<file path="src/rtl/cfg_bus_pkg.sv">
// Shared types and constants for the configuration-bus scheduler.
// Latency: none (declarations only).
// Backpressure: not applicable.
// Contents: scheduler state enum, op-code constants, small elaboration helper.
package cfg_bus_pkg;

   typedef enum logic [2:0] {
      ST_IDLE  = 3'd0,
      ST_WRITE = 3'd1,
      ST_TURN  = 3'd2,
      ST_RSTB  = 3'd3,
      ST_RWAIT = 3'd4,
      ST_RESP  = 3'd5
   } cfg_state_e;

   localparam logic CFG_OP_RD = 1'b0;
   localparam logic CFG_OP_WR = 1'b1;

   // Used to size the shared wait/turnaround counter.
   function automatic int max2(input int a, input int b);
      return (a > b) ? a : b;
   endfunction

endpackage

</file>
<file path="src/rtl/cfg_bus_sched_rr_pick.sv">
// Combinational round-robin winner selection starting one past the last grant.
// Latency: purely combinational, no state.
// Backpressure: none; the caller decides when the pick is used.
// Ports: req (request vector), last_gnt (previous winner index),
//        gnt_oh (one-hot winner), gnt_idx (winner index), gnt_any (some request present).
module rr_pick #(
   parameter int N_REQ = 4,
   parameter int IDX_W = $clog2(N_REQ)
) (
   input  logic [N_REQ-1:0] req,
   input  logic [IDX_W-1:0] last_gnt,
   output logic [N_REQ-1:0] gnt_oh,
   output logic [IDX_W-1:0] gnt_idx,
   output logic             gnt_any
);

   logic [IDX_W-1:0] cand;

   // Walk the requesters in priority order last_gnt+1, +2, ... wrapping;
   // the first one found asserted wins and later candidates are ignored.
   always_comb begin
      gnt_oh  = '0;
      gnt_idx = '0;
      gnt_any = 1'b0;
      cand    = '0;
      for (int k = 1; k <= N_REQ; k++) begin
         cand = IDX_W'((int'(last_gnt) + k) % N_REQ);
         if (!gnt_any && req[cand]) begin
            gnt_any      = 1'b1;
            gnt_oh[cand] = 1'b1;
            gnt_idx      = cand;
         end
      end
   end

endmodule

</file>
<file path="src/rtl/cfg_bus_sched.sv">
// Round-robin scheduler sharing the narrow config bus among N_REQ requesters.
// Latency: write completes T+2+TURN_CYC, read T+2+RD_WAIT after accept at T.
// Backpressure: one transaction in flight; req_valid is only sampled in IDLE.
// Ports: req_valid/req_wr/req_wdata in, req_ready (one-hot accept) out;
//        rsp_valid (one-hot completion)/rsp_rdata out; bus_out/bus_oe/bus_stb/
//        bus_wr out to the tri-state bus and datapath, bus_in resolved bus value;
//        busy high whenever a transaction is in progress.
module cfg_bus_sched
   import cfg_bus_pkg::*;
#(
   parameter int N_REQ    = 4,
   parameter int BUS_W    = 4,
   parameter int RD_WAIT  = 2,
   parameter int TURN_CYC = 1
) (
   input  logic                    clk,
   input  logic                    rst_n,
   input  logic [N_REQ-1:0]        req_valid,
   input  logic [N_REQ-1:0]        req_wr,
   input  logic [N_REQ*BUS_W-1:0]  req_wdata,
   output logic [N_REQ-1:0]        req_ready,
   output logic [N_REQ-1:0]        rsp_valid,
   output logic [BUS_W-1:0]        rsp_rdata,
   output logic [BUS_W-1:0]        bus_out,
   output logic                    bus_oe,
   input  logic [BUS_W-1:0]        bus_in,
   output logic                    bus_stb,
   output logic                    bus_wr,
   output logic                    busy
);

   localparam int IDX_W = $clog2(N_REQ);
   localparam int CNT_W = $clog2(max2(RD_WAIT, TURN_CYC) + 1);

   cfg_state_e       state_q, state_d;
   logic [CNT_W-1:0] cnt_q, cnt_d;
   logic [IDX_W-1:0] gidx_q, gidx_d;
   logic [IDX_W-1:0] last_q, last_d;
   logic             op_q, op_d;
   logic [BUS_W-1:0] wdat_q, wdat_d;
   logic [BUS_W-1:0] rdata_q, rdata_d;

   logic [BUS_W-1:0] bus_out_q, bus_out_d;
   logic             bus_oe_q, bus_oe_d;
   logic             bus_stb_q, bus_stb_d;
   logic             bus_wr_q, bus_wr_d;
   logic [N_REQ-1:0] rsp_valid_q, rsp_valid_d;
   logic [BUS_W-1:0] rsp_rdata_q, rsp_rdata_d;
   logic             busy_q, busy_d;

   logic [N_REQ-1:0] pick_oh;
   logic [IDX_W-1:0] pick_idx;
   logic             pick_any;
   logic [BUS_W-1:0] wdata_arr [N_REQ];

   for (genvar i = 0; i < N_REQ; i++) begin : g_wslice
      assign wdata_arr[i] = req_wdata[i*BUS_W +: BUS_W];
   end

   rr_pick #(
      .N_REQ (N_REQ),
      .IDX_W (IDX_W)
   ) u_pick (
      .req      (req_valid),
      .last_gnt (last_q),
      .gnt_oh   (pick_oh),
      .gnt_idx  (pick_idx),
      .gnt_any  (pick_any)
   );

   // Accept is the only combinational output: a decode of IDLE and the pick.
   assign req_ready = (state_q == ST_IDLE) ? pick_oh : '0;

   always_comb begin
      state_d = state_q;
      cnt_d   = cnt_q;
      gidx_d  = gidx_q;
      last_d  = last_q;
      op_d    = op_q;
      wdat_d  = wdat_q;
      rdata_d = rdata_q;

      case (state_q)
         ST_IDLE: begin
            if (pick_any) begin
               gidx_d  = pick_idx;
               last_d  = pick_idx;
               op_d    = req_wr[pick_idx];
               wdat_d  = wdata_arr[pick_idx];
               state_d = (req_wr[pick_idx] == CFG_OP_WR) ? ST_WRITE : ST_RSTB;
            end
         end
         ST_WRITE: begin
            state_d = ST_TURN;
            cnt_d   = CNT_W'(TURN_CYC - 1);
         end
         ST_TURN: begin
            if (cnt_q == '0) begin
               state_d = ST_RESP;
            end else begin
               cnt_d = cnt_q - CNT_W'(1);
            end
         end
         ST_RSTB: begin
            state_d = ST_RWAIT;
            cnt_d   = CNT_W'(RD_WAIT - 1);
         end
         ST_RWAIT: begin
            // The datapath has had RD_WAIT cycles to settle; capture on the last.
            if (cnt_q == '0) begin
               rdata_d = bus_in;
               state_d = ST_RESP;
            end else begin
               cnt_d = cnt_q - CNT_W'(1);
            end
         end
         ST_RESP: begin
            state_d = ST_IDLE;
         end
         default: begin
            state_d = ST_IDLE;
         end
      endcase

      // Outputs are registered from the next state so they line up with it.
      bus_oe_d    = (state_d == ST_WRITE);
      bus_out_d   = bus_oe_d ? wdat_d : '0;
      bus_stb_d   = (state_d == ST_WRITE) || (state_d == ST_RSTB);
      bus_wr_d    = (state_d == ST_WRITE);
      busy_d      = (state_d != ST_IDLE);
      rsp_valid_d = '0;
      rsp_rdata_d = '0;
      if (state_d == ST_RESP) begin
         rsp_valid_d[gidx_d] = 1'b1;
         if (op_d == CFG_OP_RD) begin
            rsp_rdata_d = rdata_d;
         end
      end
   end

   // Async reset clears bus_oe immediately, so an aborted write stops
   // driving the bus without waiting for a clock edge.
   always_ff @(posedge clk or negedge rst_n) begin
      if (!rst_n) begin
         state_q     <= ST_IDLE;
         cnt_q       <= '0;
         gidx_q      <= '0;
         last_q      <= IDX_W'(N_REQ - 1);
         op_q        <= CFG_OP_RD;
         wdat_q      <= '0;
         rdata_q     <= '0;
         bus_out_q   <= '0;
         bus_oe_q    <= 1'b0;
         bus_stb_q   <= 1'b0;
         bus_wr_q    <= 1'b0;
         rsp_valid_q <= '0;
         rsp_rdata_q <= '0;
         busy_q      <= 1'b0;
      end else begin
         state_q     <= state_d;
         cnt_q       <= cnt_d;
         gidx_q      <= gidx_d;
         last_q      <= last_d;
         op_q        <= op_d;
         wdat_q      <= wdat_d;
         rdata_q     <= rdata_d;
         bus_out_q   <= bus_out_d;
         bus_oe_q    <= bus_oe_d;
         bus_stb_q   <= bus_stb_d;
         bus_wr_q    <= bus_wr_d;
         rsp_valid_q <= rsp_valid_d;
         rsp_rdata_q <= rsp_rdata_d;
         busy_q      <= busy_d;
      end
   end

   assign bus_out   = bus_out_q;
   assign bus_oe    = bus_oe_q;
   assign bus_stb   = bus_stb_q;
   assign bus_wr    = bus_wr_q;
   assign rsp_valid = rsp_valid_q;
   assign rsp_rdata = rsp_rdata_q;
   assign busy      = busy_q;

endmodule

</file>
<file path="config.mk">
export PLATFORM = sky130hd
export DESIGN_NAME = cfg_bus_sched
export DESIGN_NICKNAME = d
export VERILOG_FILES = /design/src/rtl/cfg_bus_pkg.sv /design/src/rtl/cfg_bus_sched_rr_pick.sv /design/src/rtl/cfg_bus_sched.sv
export SDC_FILE = /design/constraint.sdc
export NUM_CORES = 1
export LEC_CHECK = 0
export BUFFER_PORTS_ARGS = -buffer_cell sky130_fd_sc_hd__buf_2
export CAP_MARGIN = 15
export CORE_MARGIN = 3
export CORE_UTILIZATION = 56
export DETAILED_ROUTE_END_ITERATION = 8
export GPL_TIMING_DRIVEN = 1
export MAX_ROUTING_LAYER = met4
export PLACE_DENSITY_LB_ADDON = 0.2
export SLEW_MARGIN = 0
export SYNTH_ARGS = -nofsm -noshare
export SYNTH_HDL_FRONTEND = slang
export SYNTH_SLANG_ARGS = --single-unit
</file>
<file path="constraint.sdc">
create_clock -name clk -period 7 [get_ports clk]
set_input_delay 1.4 -clock clk [delete_from_list [all_inputs] [get_ports clk]]
set_output_delay 1.4 -clock clk [all_outputs]
set_load 0.02 [all_outputs]
</file>
* Word level (Yosys, flattened, before mapping)
Index checks and enable logic that the tools add are counted.
** Operators by class
- Reductions and logical operators :: 19
- Multiplexer cells :: 54
- Bitwise logic cells :: 4
- $add $sub $neg :: 5
- Eq/ne operators :: 8
- $lt $le $gt $ge :: 12
** Operators by type and width (count)
- 2-to-1 mux 4 bit :: 15
- less-than comparator 2 x 3 -> 1 bit, second input constant :: 6
- 2-to-1 mux 1 bit :: 16
- 2-to-1 mux 2 bit :: 8
- OR 4 bit :: 3
- case mux 3 bit (4 select lines) :: 1
- binary-select mux 1 bit (select 2 bit) :: 5
- demux 1 bit (select 2 bit) :: 5
- >= comparator 2 x 1 -> 1 bit, second input constant :: 5
- == test 3 x 2 -> 1 bit, second input constant :: 3
- binary-select mux 4 bit (select 2 bit) :: 1
- logical AND 1 bit :: 8
- == test 3 x 1 -> 1 bit, second input constant :: 2
- == test 3 bit, second input constant :: 2
- 2-to-1 mux 3 bit :: 2
- case mux 2 bit (3 select lines) :: 1
- nonzero test 3 bit :: 2
- adder 2 x 1 -> 2 bit, second input constant :: 2
- adder 2 bit, second input constant :: 2
- AND reduction 2 bit :: 2
- >= comparator 3 bit, second input constant :: 1
- zero test 1 bit :: 3
- zero test 3 bit :: 1
- NOT 2 -> 3 bit :: 1
- other kinds (5) :: 5
** Word-level totals
- Logic and storage cells :: 115
- Input port bits :: 30
- Register bits :: 33

* Logic depth before layout (Yosys ltp)
Gate-level depths: netlist of run 1.
- Word-level depth :: 20
- Mapped depth :: 11

* Hierarchy
A second synthesis of run 1 with hierarchy kept.
** Unflattened totals
- Cells, all modules :: 208
- Area, all modules :: 1995.7 um^2
** By module, submodules not included
- cfg_bus_sched :: cells each 122, area each 1366.3 um^2, times used 1
- rr_pick :: cells each 86, area each 629.4 um^2, times used 1

* Worst setup path after synthesis of run 1
No wires, ideal clock.
- Path kind :: in2out
- Start point :: input port req_valid[2]
- End point :: output port req_ready[0]
- Path slack :: 2.549 ns
- Path buffers :: 1
- Arrival :: 3.051 ns
- Data required time :: 5.600 ns
- Cell stages on the path :: 5
- Cells stage by stage :: mux4_2 > clkbuf_1 > nor4b_1 > a221oi_1 > nor2_1
** On the way
- Longest elaborated chain between the ends :: 13
- Elaborated cells on any way between the ends :: 25
- Those cells by class :: 16 x mux; 3 x bitwise; 6 x reduce/logical
** RTL lines
- start: declaration :: RTL line cfg_bus_sched.sv:18 : input logic [N_REQ-1:0] req_valid,
- binary-select mux 1 bit (select 2 bit) :: RTL line cfg_bus_sched_rr_pick.sv:28 : if (!gnt_any && req[cand]) begin
- 2-to-1 mux 1 bit (implied by the code) :: RTL line cfg_bus_sched_rr_pick.sv:28
- 2-to-1 mux 1 bit :: RTL line cfg_bus_sched_rr_pick.sv:28
- zero test 1 bit :: RTL line cfg_bus_sched_rr_pick.sv:28
- logical AND 1 bit :: RTL line cfg_bus_sched_rr_pick.sv:28
- 2-to-1 mux 1 bit :: RTL line cfg_bus_sched_rr_pick.sv:28
- zero test 1 bit :: RTL line cfg_bus_sched_rr_pick.sv:28
- logical AND 1 bit :: RTL line cfg_bus_sched_rr_pick.sv:28
- 2-to-1 mux 1 bit :: RTL line cfg_bus_sched_rr_pick.sv:28
- zero test 1 bit :: RTL line cfg_bus_sched_rr_pick.sv:28
- logical AND 1 bit :: RTL line cfg_bus_sched_rr_pick.sv:28
- 2-to-1 mux 4 bit (*) :: RTL line cfg_bus_sched_rr_pick.sv:28
- 2-to-1 mux 4 bit (*) :: RTL line cfg_bus_sched.sv:72 : assign req_ready = (state_q == ST_IDLE) ? pick_oh : '0;
- end: declaration :: RTL line cfg_bus_sched.sv:21 : output logic [N_REQ-1:0] req_ready,
Mark *: on every way between the ends. The rest lies on a longest branch, timed or not. The select of a mux whose other input is x is not followed.

* Final worst setup path of run 1
- Start point :: register last_q[0]
- End point :: output port req_ready[3]
** On the way
- Longest elaborated chain between the ends :: 14
- Elaborated cells on any way between the ends :: 49
- Those cells by class :: 4 x add/sub; 8 x order compare; 24 x mux; 3 x bitwise; 10 x reduce/logical
** RTL lines
- start: declaration :: RTL line cfg_bus_sched.sv:38 : logic [IDX_W-1:0] last_q, last_d;
- start signal: assignment :: RTL line cfg_bus_sched.sv:148 : last_q <= IDX_W'(N_REQ - 1);
- start signal: assignment :: RTL line cfg_bus_sched.sv:163 : last_q <= last_d;
- branches (longest 12 deep; another with less-than comparator 2 x 3 -> 1 bit)
- 2-to-1 mux 4 bit (*) :: RTL line cfg_bus_sched_rr_pick.sv:28
- 2-to-1 mux 4 bit (*) :: RTL line cfg_bus_sched.sv:72
Mark *: on every way between the ends. The select of a mux whose other input is x is not followed.

==> metrics, run 1 <==
commonest non-fill, non-tap cell in the layout=buf_2; CTS max path bufs=2; Post-synth top flop=dfrtp_1; pin count of the biggest net entering global routing=30; mapped cell area=0.001842 mm^2; Tot GR Track Use=0.2038; placed wire-length estimate=2.835 mm; outcome=finished clean; row count=20; Worst Path Max Fanout=15; DRT Pass-1 Iters=4; PortBufs=49; IO Pins=50; gr ovfl total=0; Die H=63.35 um; ANT nets after route=0; Die Footprint=0.004013 mm^2; synth warn=0; Critical Path End Type=output port; Final Hold Violating Endpoints=0; wire per inst=14.45 um; max_cap viols=0; routed via count=1470; CTS tree=done; critical path arrival=3560 ps; final setup fails=0; commonest non-fill, non-tap cells in the layout=buf_2, dfrtp_1, nor2_1, mux2i_1; Die W=63.35 um; TritonCTS buffer count=5; Critical Path Source Type=flop; Yosys reg bits=29; area fraction of the dominant cell type after synthesis=0.3668; Post-synth ARST share=1.000; Vias/cell=5.742; min-delay worst type=flop to flop; Area Overhead vs Synth=15.15%; IR drop worst, VDD=0.2232 mV; antenna violations before repair=0; Fill cells=266; crit path time final=4959 ps; Post-synth EDFFs=0; starting density of the core=0.5935; P per Cell Area=505.1 mW/mm^2; unrepaired setup endpoints after global routing=false; Mapped Avg Cell Area=11.09 um^2; Relative slew margins=0.5377; setup TNS=0 ps; DRC Markers=0; Antenna diodes=0; CTS Root Cell=clkbuf_4; Post-Syn Nets=205; Synth area leaders=dfrtp_1, ha_1, mux2i_1; fin nets=250; htree depth=2; Worst-Margin Slew=683.9 ps; Max Freq=201.7 MHz; Synth area leader=dfrtp_1; critical path class=flop to output port; Seq/Total Area, Yosys=0.3954; Clock Sinks=29; Final GP Congestion=0.8965; Crit path required time=5600 ps; Worst Skew=5.157 ps; Synth cell types=48; hold buffer count at cts=0; Total Power=1.071 mW; leakage=1.049 nW; Post-Syn Instances=166; Post-CTS Resized=0; Post-CTS Setup Inserts=0; vias in the first global route=1415; Skew-Pair Late Insertion Delay=320 ps; final wirelength=3.698 mm; core area=0.003103 mm^2; first-pass GRT wire length=6.327 mm; Detailed Route Iter0 Violations=103; Clk pin slew, worst setup/hold paths=100 ps; share of cells above drive strength 1=0.4151; period utilization=0.7084; Final Slew Violations=0
==> worst max-delay path, stage by stage, from the launching register on <==
cell	delay (ps)
dfstp_2	750
inv_1	250
ha_1	500
mux4_2	620
nor4b_1	650
a221oi_1	170
nor2_1	130
buf_2	170
==> synth_stat cells (2+ instances only) <==
| master | n |
|---|---|
| o211ai_2 | 2 |
| and3_1 | 6 |
| o21ai_0 | 9 |
| a21oi_1 | 2 |
| dfstp_2 | 2 |
| mux4_2 | 4 |
| nor2_1 | 13 |
| a221oi_1 | 4 |
| nor3b_1 | 2 |
| clkbuf_1 | 5 |
| nand2_1 | 8 |
| dfrtp_1 | 27 |
| inv_1 | 6 |
| or3_1 | 2 |
| buf_6 | 4 |
| nor2b_1 | 2 |
| or3b_2 | 2 |
| ha_1 | 9 |
| nand3_1 | 3 |
| a21o_4 | 2 |
| a22oi_1 | 5 |
| nor3_1 | 3 |
| a21oi_2 | 2 |
| o22ai_2 | 4 |
| mux2_2 | 6 |
| mux2i_1 | 10 |
==> flip-flops by register name (all words and copies together), names as in the netlist <==
name       count
cnt_q          2
bus_out        4
bus_stb        1
bus_wr         1
rsp_valid      4
busy           1
state_q        3
rsp_rdata      4
gidx_q         2
last_q         2
rdata_q        4
op_q           1
==> metrics by stage <==
| stage | instances | setup slack [ps] | hold WS [ps] | utilization | cell area [um^2] |
|---|---|---|---|---|---|
| after global placement | 248 | 2463 | 476.1 | 0.6657 | 2066 |
| final | 256 | 2041 | 502.3 | 0.6835 | 2121 |
| after detailed placement | 248 | 2325 | 483.0 | 0.6657 | 2066 |
| after global routing | 256 | 1830 | 508.9 | 0.6835 | 2121 |
| after CTS | 256 | 2076 | 503.6 | 0.6835 | 2121 |
| after floorplan | 166 | 2549 | 465.1 | - | 1842 |
==> worst paths after layout <==
| kind | to | from | cells after the start | slack, ps |
|---|---|---|---|---|
| setup / recovery | req_ready[3] | last_q[0] | 7 | 2040 |
| hold / removal | rdata_q[2] | rdata_q[2] | 1 | 500 |
| setup reg to reg | op_q | last_q[0] | 9 | 3530 |
| hold reg to reg | rdata_q[2] | rdata_q[2] | 1 | 500 |
| max in group asynchronous | rdata_q[2] | rst_n | 1 | 5510 |
| min in group asynchronous | busy | rst_n | 1 | 1080 |
==> cell families (layout without fill, tap and decap cells) <==
logic type | after synthesis | count (layout) | share of synthesized area
buffers and inverters | 17 | 63 | 0.05367
AO/OA/AOI/OAI | 41 | 41 | 0.1929
multiplexers | 20 | 20 | 0.1399
flip-flops | 29 | 29 | 0.3954
adder cells (fa/ha/maj) | 9 | 9 | 0.06114
XOR/XNOR | 1 | 1 | 0.004756
AND/OR/NAND/NOR | 49 | 49 | 0.1522
==> layer usage <==
metal	share of wire	track usage	wire length [um]
met1	0.43	0.2549	1593
met2	0.48	0.3168	1792
met3	0.067	0.05169	247
met4	0.017	0.08086	63
met5	0	-	0
==> cell type report <==
class / instances / area [um^2] / share of cell area
flip-flops and latches: 29 / 728.2 / 0.3434
multi-input cells: 120 / 1015 / 0.4785
well taps: 44 / 55.05 / 0.02596
inverters: 6 / 22.52 / 0.01062
clock buffers: 5 / 37.54 / 0.01770
repair buffers: 49 / 245.2 / 0.1156
clock inverters: 3 / 17.52 / 0.008260
==> power breakdown <==
| part | switching (mW) | total (mW) | internal, mW |
|---|---|---|---|
| Clock | 0.0592 | 0.0970 | 0.0378 |
| Sequential | 0.0604 | 0.303 | 0.243 |
| Combinational | 0.387 | 0.671 | 0.284 |
| Total | 0.507 | 1.07 | 0.564 |
No activity file was read; power rests on OpenSTA's default activity.
==> inputs of run 2 (changes only) <==
--- a/config.mk
+++ b/config.mk
@@ -8,7 +8,7 @@
 export BUFFER_PORTS_ARGS = -buffer_cell sky130_fd_sc_hd__buf_2
 export CAP_MARGIN = 15
 export CORE_MARGIN = 3
-export CORE_UTILIZATION = 56
+export CORE_UTILIZATION = 47
 export DETAILED_ROUTE_END_ITERATION = 8
 export GPL_TIMING_DRIVEN = 1
 export MAX_ROUTING_LAYER = met4
==> constraint.sdc (replaced) <==
create_clock -name clk -period 4.4 [get_ports clk]
set_input_delay 0.88 -clock clk [delete_from_list [all_inputs] [get_ports clk]]
set_output_delay 0.88 -clock clk [all_outputs]
set_load 0.02 [all_outputs]
==> run 2 against run 1 <==
Utilization is 9.8 points lower. Critical path type unchanged. Clock-buffer cell count is 3 higher. Total power is 65% higher. Clock skew hardly changed. Die area is 17% higher. Setup slack worse by 1500 ps. Combinational power is 62% higher. Register-to-register slack worse by 2400 ps. Non-clock buffer count is 1 higher.
==> metrics, run 2 (same netlist as run 1, synthesis figures left out) <==
IR drop worst, VDD=0.3513 mV (+57%); Clock Sinks=29 (unchanged); R2R Path End=op_q; placed wire-length estimate=2.855 mm (+0.71%); R2R cell count=9 (unchanged); IO Pins=50 (unchanged); Worst Skew=4.972 ps (-0.1846 ps); Relative slew margins=0.5816 (+0.04396); core area=0.003716 mm^2 (+20%); Post-Place Setup Slack=633.4 ps (-1692 ps); hold_sp=rdata_q[1]; commonest non-fill, non-tap cells in the layout=buf_2, dfrtp_1, nor2_1, mux2i_1; Final GP Congestion=0.7429 (-17%); Die H=68.60 um (+8.3%); final wirelength=3.767 mm (+1.9%); Post-CTS Setup Inserts=0 (unchanged); final setup fails=0 (unchanged); Worst-Margin Slew=627.6 ps (-56.31 ps); row count=22 (+10%); Post-CTS Resized=0 (unchanged); fin nets=251 (+0.40%); critical path arrival=2980 ps (-580 ps); Critical Path Source Type=flop; Clk pin slew, worst setup/hold paths=60 ps (-40 ps); CTS tree=done; CP peak stage delay=650 ps (-100 ps); Die W=68.60 um (+8.3%); Crit path required time=3520 ps (-2080 ps); RR Startpoint=last_q[1]; Detailed Route Iter0 Violations=60 (-42%); setup TNS=0 ps (unchanged); routed via count=1427 (-2.9%); outcome=finished clean; pin count of the biggest net entering global routing=30 (unchanged); starting density of the core=0.4956 (-0.09793); Hold Path Stages=1 (unchanged); first-pass GRT wire length=6.251 mm (-1.2%); ANT nets after route=0 (unchanged); Final Hold Violating Endpoints=0 (unchanged); DRC Markers=0 (unchanged); setup slack, reg-to-reg=1110 ps (-2420 ps); htree depth=2 (unchanged); CP most frequent cell=nor2_1; DRT Pass-1 Iters=4 (unchanged); Vias/cell=5.467 (-4.8%); leakage=1.070 nW (+2.0%); Tot GR Track Use=0.1845 (-0.01931); commonest non-fill, non-tap cell in the layout=buf_2; gr ovfl total=0 (unchanged); Fill cells=324 (+22%); Skew-Pair Late Insertion Delay=270 ps (-50 ps); PortBufs=49 (unchanged); share of cells above drive strength 1=0.4131 (-0.001949); vias in the first global route=1377 (-2.7%); Antenna diodes=0 (unchanged); crit path time final=3857 ps; TritonCTS buffer count=5 (unchanged); CTS max path bufs=2 (unchanged); Worst Path Max Fanout=10 (-5); Hold Crit Endpoint=rdata_q[1]; max_cap viols=0 (unchanged); CTS Root Cell=clkbuf_8; wire per inst=14.43 um (about the same); antenna violations before repair=0 (unchanged); period utilization=0.8765; Final Slew Violations=0 (unchanged); Max Freq=259.3 MHz; min-delay worst type=flop to flop; hold buffer count at cts=0 (unchanged); fin worst setup slack=543.3 ps (-1498 ps); crit-path cells=inv_1 -> ha_1 -> mux4_2 -> nor2b_4 -> a22oi_1 -> nor2_1 -> a221oi_1 -> nor2_1 -> buf_2; unrepaired setup endpoints after global routing=false; Critical Path End Type=output port; P per Cell Area=814.6 mW/mm^2 (+61%); Die Footprint=0.004706 mm^2 (+17%); Area Overhead vs Synth=18.07%; critical path class=flop to output port; CP max-delay cell=dfstp_2
-- run 2: cell count changes in the layout (fill, tap and decap cells not counted), sizes merged --
cell | before | now
buf | 49 | 50
clkbuf | 5 | 8
clkinv | 2 | 0
clkinvlp | 1 | 0
-- run 2: worst max-delay path: cells and delay by family (launching register included) --
family | cells | cell delay (ps)
AOI/OAI and AO/OA | 2 | 370
adders and majority gates | 1 | 460
buffers and inverters | 2 | 310
DFF | 1 | 650
muxes | 1 | 610
and+or+nand+nor | 3 | 300
-- run 2: layout make-up --
| type | instances | area (um^2) | area share |
|---|---|---|---|
| well taps | 48 | 60.06 | 0.02762 |
| inverters | 6 | 22.52 | 0.01036 |
| repair buffers | 50 | 252.7 | 0.1162 |
| clock buffers | 8 | 90.09 | 0.04143 |
| flip-flops and latches | 29 | 728.2 | 0.3349 |
| multi-input cells | 120 | 1021 | 0.4695 |
-- run 2: per-layer routing --
layer	wire length (um)	GRT usage
met1	1623	0.2355
met2	1893	0.2896
met3	213	0.04214
met4	37	0.05955
met5	0	-
-- run 2: worst max path at each step --
stage              start  depth (start not counted)  slack (ps)            to
2_1_floorplan  last_q[0]                          8         740  req_ready[0]
3_3_place_gp   last_q[1]                          7         750  req_ready[1]
3_5_place_dp   last_q[1]                          7         630  req_ready[3]
4_1_cts        last_q[1]                          7         330  req_ready[3]
5_1_grt        last_q[1]                          7         280  req_ready[3]
6_report       last_q[1]                          9         540  req_ready[3]
-- run 2: power breakdown --
part / internal, mW / leakage, nW / switching [mW] / total [mW]
registers: 0.386 / 0.369 / 0.0719 / 0.458
clock network: 0.127 / 0.0455 / 0.0918 / 0.219
logic: 0.459 / 0.655 / 0.635 / 1.09
total: 0.973 / 1.07 / 0.799 / 1.77
-- run 2: through the flow --
stage               hold WS (ps)  instances  total power [mW]    util  area, um^2
floorplan                  465.1        166             1.375       -        1842
global placement           476.0        253             1.505  0.5593        2078
detailed placement         493.5        253             1.553  0.5593        2078
CTS                        506.5        261             1.778  0.5835        2168
global route               514.1        261             1.920  0.5852        2175
finish                     497.0        261             1.771  0.5852        2175
==> inputs of run 3 (changes only) <==
--- a/config.mk
+++ b/config.mk
@@ -8,7 +8,7 @@
 export BUFFER_PORTS_ARGS = -buffer_cell sky130_fd_sc_hd__buf_2
 export CAP_MARGIN = 15
 export CORE_MARGIN = 3
-export CORE_UTILIZATION = 47
+export CORE_UTILIZATION = 48
 export DETAILED_ROUTE_END_ITERATION = 8
 export GPL_TIMING_DRIVEN = 1
 export MAX_ROUTING_LAYER = met4
@@ -16,4 +16,5 @@
 export SLEW_MARGIN = 0
 export SYNTH_ARGS = -nofsm -noshare
 export SYNTH_HDL_FRONTEND = slang
+export SYNTH_HIERARCHICAL = 1
 export SYNTH_SLANG_ARGS = --single-unit
==> run 3 against run 2 <==
Clock-buffer cell count stayed put. Sequential cell count is the same. Sequential share of layout area fell by 1.8 points. Sequential power is 9.6% higher. Synthesized area up 8.4%. Utilization increased by 1.6 points. Largest cell class unchanged. Global-route usage increased by 0.80 points.
==> metrics, run 3 <==
Post-Syn Nets=247 (+20%); internal power=0.8897 mW (-8.5%); clock power share=0.124 (about the same); met1 Resource Use GR=0.2602 (+0.02476); DRT Pass-1 Iters=4 (unchanged); final wirelength=4.388 mm (+16%); final setup fails=0 (unchanged); Switch Pwr=0.7293 mW (-8.7%); Worst Skew=4.344 ps (-0.6283 ps); placed wire-length estimate=3.156 mm (+11%); starting density of the core=0.5216 (+0.02596); PortBufs=49 (unchanged); mux cell area share after synthesis=0.1329 (-0.007030); DRC Markers=0 (unchanged); Final Slew Violations=0 (unchanged); Die Footprint=0.004967 mm^2 (+5.6%); Post-synth EDFFs=0 (unchanged); simple-gate area share of the yosys netlist=0.2182 (+0.06601); Critical Path End Type=output port; CTS max path bufs=2 (unchanged); Post-Synth Adder-Cell Area=0.05643 (-0.004715); Crit path required time=3520 ps (about the same); Synth cell types=46 (-4.2%); Final GP Congestion=0.9915 (+33%); gr ovfl total=0 (unchanged); crit path launch=last_q[0]; Vias/cell=5.771 (+5.6%); synth warn=6 (+6); met3 Use GR=0.04317 (+0.001026); setup TNS=0 ps (unchanged); wire per inst=14.77 um (+2.4%); Detailed Route Iter0 Violations=139 (+130%); switching share of power=0.4504 (about the same); Synth area leader=dfrtp_1; unrepaired setup endpoints after global routing=false; htree depth=2 (unchanged); commonest non-fill, non-tap cell in the layout=buf_2; Total Power=1.619 mW (-8.6%); Post-CTS Resized=0 (unchanged); Post-Syn Instances=208 (+25%); Clock Sinks=29 (unchanged); Synth area leaders=dfrtp_1, mux4_2, ha_1; Tot GR Track Use=0.1925 (+0.007991); Skew-Pair Late Insertion Delay=270 ps (about the same); crit path capture=req_ready[1]; Seq/Total Area, Yosys=0.3649 (-0.03049); fin nets=287 (+14%); Post-CTS Setup Inserts=0 (unchanged); core area=0.003826 mm^2 (+3.0%); Relative slew margins=0.5728 (-0.008804); Critical Path Source Type=flop; Reg power frac=0.310 (+0.051); outcome=finished clean; critical path class=flop to output port; hold buffer count at cts=0 (unchanged); Clk pin slew, worst setup/hold paths=60 ps (about the same); Worst-Margin Slew=640.8 ps (+13.21 ps); Max Freq=253.1 MHz (-2.4%); CTS Root Cell=clkbuf_8; largest family of logic cells by synthesized area=simple AND/OR/NAND/NOR gates; fin worst setup slack=449.5 ps (-93.79 ps); RR Startpoint=last_q[0]; CTS tree=done; ANT nets after route=0 (unchanged); Mapped Avg Cell Area=9.595 um^2 (-14%); fin util=0.6010 (+0.01586); Gate power share=0.566 (-0.052); first-pass GRT wire length=7.548 mm (+21%); Yosys reg bits=29 (unchanged); Post-synth ARST share=1.000 (unchanged); TritonCTS buffer count=5 (unchanged); most frequent cell after synthesis=dfrtp_1; met2 Track Usage GR=0.2879 (-0.001689); layer with the highest usage=met2; commonest non-fill, non-tap cells in the layout=buf_2, dfrtp_1, nand2_1, inv_1; Antenna diodes=0 (unchanged); area fraction of the dominant cell type after synthesis=0.3386 (-0.02829); share of cells above drive strength 1=0.2972 (-0.1160); P per Cell Area=704.0 mW/mm^2 (-14%); row count=22 (unchanged); xor/xnor cell area share of the yosys netlist=0.004389 (-0.0003667); R2R cell count=9 (unchanged); mapped cell area=0.001996 mm^2 (+8.4%); min-delay worst type=flop to flop; vias in the first global route=1662 (+21%); crit path time final=3950 ps (+93.79 ps); Post-synth top flop=dfrtp_1; routed via count=1714 (+20%); Final Hold Violating Endpoints=0 (unchanged); IR drop worst, VDD=0.3990 mV (+14%); critical path arrival=3070 ps (+90 ps); Post-Place Setup Slack=801.6 ps (+168.2 ps); IO Pins=50 (unchanged); Die H=70.48 um (+2.7%); Area Overhead vs Synth=15.24%; Synth Area in Compound Gates=0.1505 (-0.04246); pin count of the biggest net entering global routing=30 (unchanged); setup slack, reg-to-reg=1010 ps (-100 ps); R2R Path End=bus_out[0]; leakage=1.110 nW (+3.7%); max_cap viols=0 (unchanged); period utilization=0.8978 (+0.02132); antenna violations before repair=0 (unchanged); Post-synth top cells=dfrtp_1, nand2_1, inv_1; Worst Path Max Fanout=21 (+11); Die W=70.48 um (+2.7%)
==> run 3: power groups by stage <==
stage / combinational, mW / clock (mW) / sequential (mW)
after detailed placement: 0.912 / 0 / 0.505
after CTS: 0.918 / 0.210 / 0.502
after global routing: 1.02 / 0.218 / 0.527
after floorplan: 0.727 / 0 / 0.497
after global placement: 0.905 / 0 / 0.502
final: 0.916 / 0.201 / 0.502
==> run 3: critical path: stages (launching register included) <==
cell	delay, ps
dfstp_2	770
inv_1	170
ha_1	510
inv_1	210
a31oi_1	390
o31ai_1	100
or3_1	360
and2_1	130
buf_2	150
==> run 3: cell type report <==
type | instances | area (um^2)
sequential | 29 | 728.2
clock buffer | 8 | 80.08
timing repair buffer | 51 | 260.3
multi-input combinational | 148 | 1122
tap | 48 | 60.06
inverter | 13 | 48.80
fill | 338 | 1526
==> run 3: how the worst min path moves through the flow <==
stage / slack [ps] / to / cells past startpoint / start
floorplan: 470 / rdata_q[0] / 1 / rdata_q[0]
global placement: 480 / rdata_q[1] / 1 / rdata_q[1]
detailed placement: 490 / rdata_q[2] / 1 / rdata_q[2]
CTS: 510 / rdata_q[1] / 1 / rdata_q[1]
global route: 530 / rdata_q[0] / 1 / rdata_q[0]
finish: 500 / rdata_q[1] / 1 / rdata_q[1]
==> run 3: routing by layer <==
layer  share of wire  vias up
met3           0.069        2
met2            0.46       64
met4          0.0021        0
met5               0        -
met1            0.47      809
li1                -      839
==> run 3: per-stage QoR <==
step / hold WS [ps] / cells / instance area, um^2
after floorplan: 466.1 / 208 / 1996
after global placement: 478.8 / 289 / 2220
after detailed placement: 493.6 / 289 / 2220
after CTS: 505.4 / 297 / 2300
after global routing: 525.4 / 297 / 2300
final: 504.8 / 297 / 2300
==> run 3: cells by family (layout without fill, tap and decap cells) <==
family | Yosys count | count (layout)
multiplexers | 17 | 17
flip-flops | 29 | 29
XOR/XNOR | 1 | 1
buffers and inverters | 31 | 72
adder cells (fa/ha/maj) | 9 | 9
AO/OA/AOI/OAI | 43 | 43
AND/OR/NAND/NOR | 78 | 78
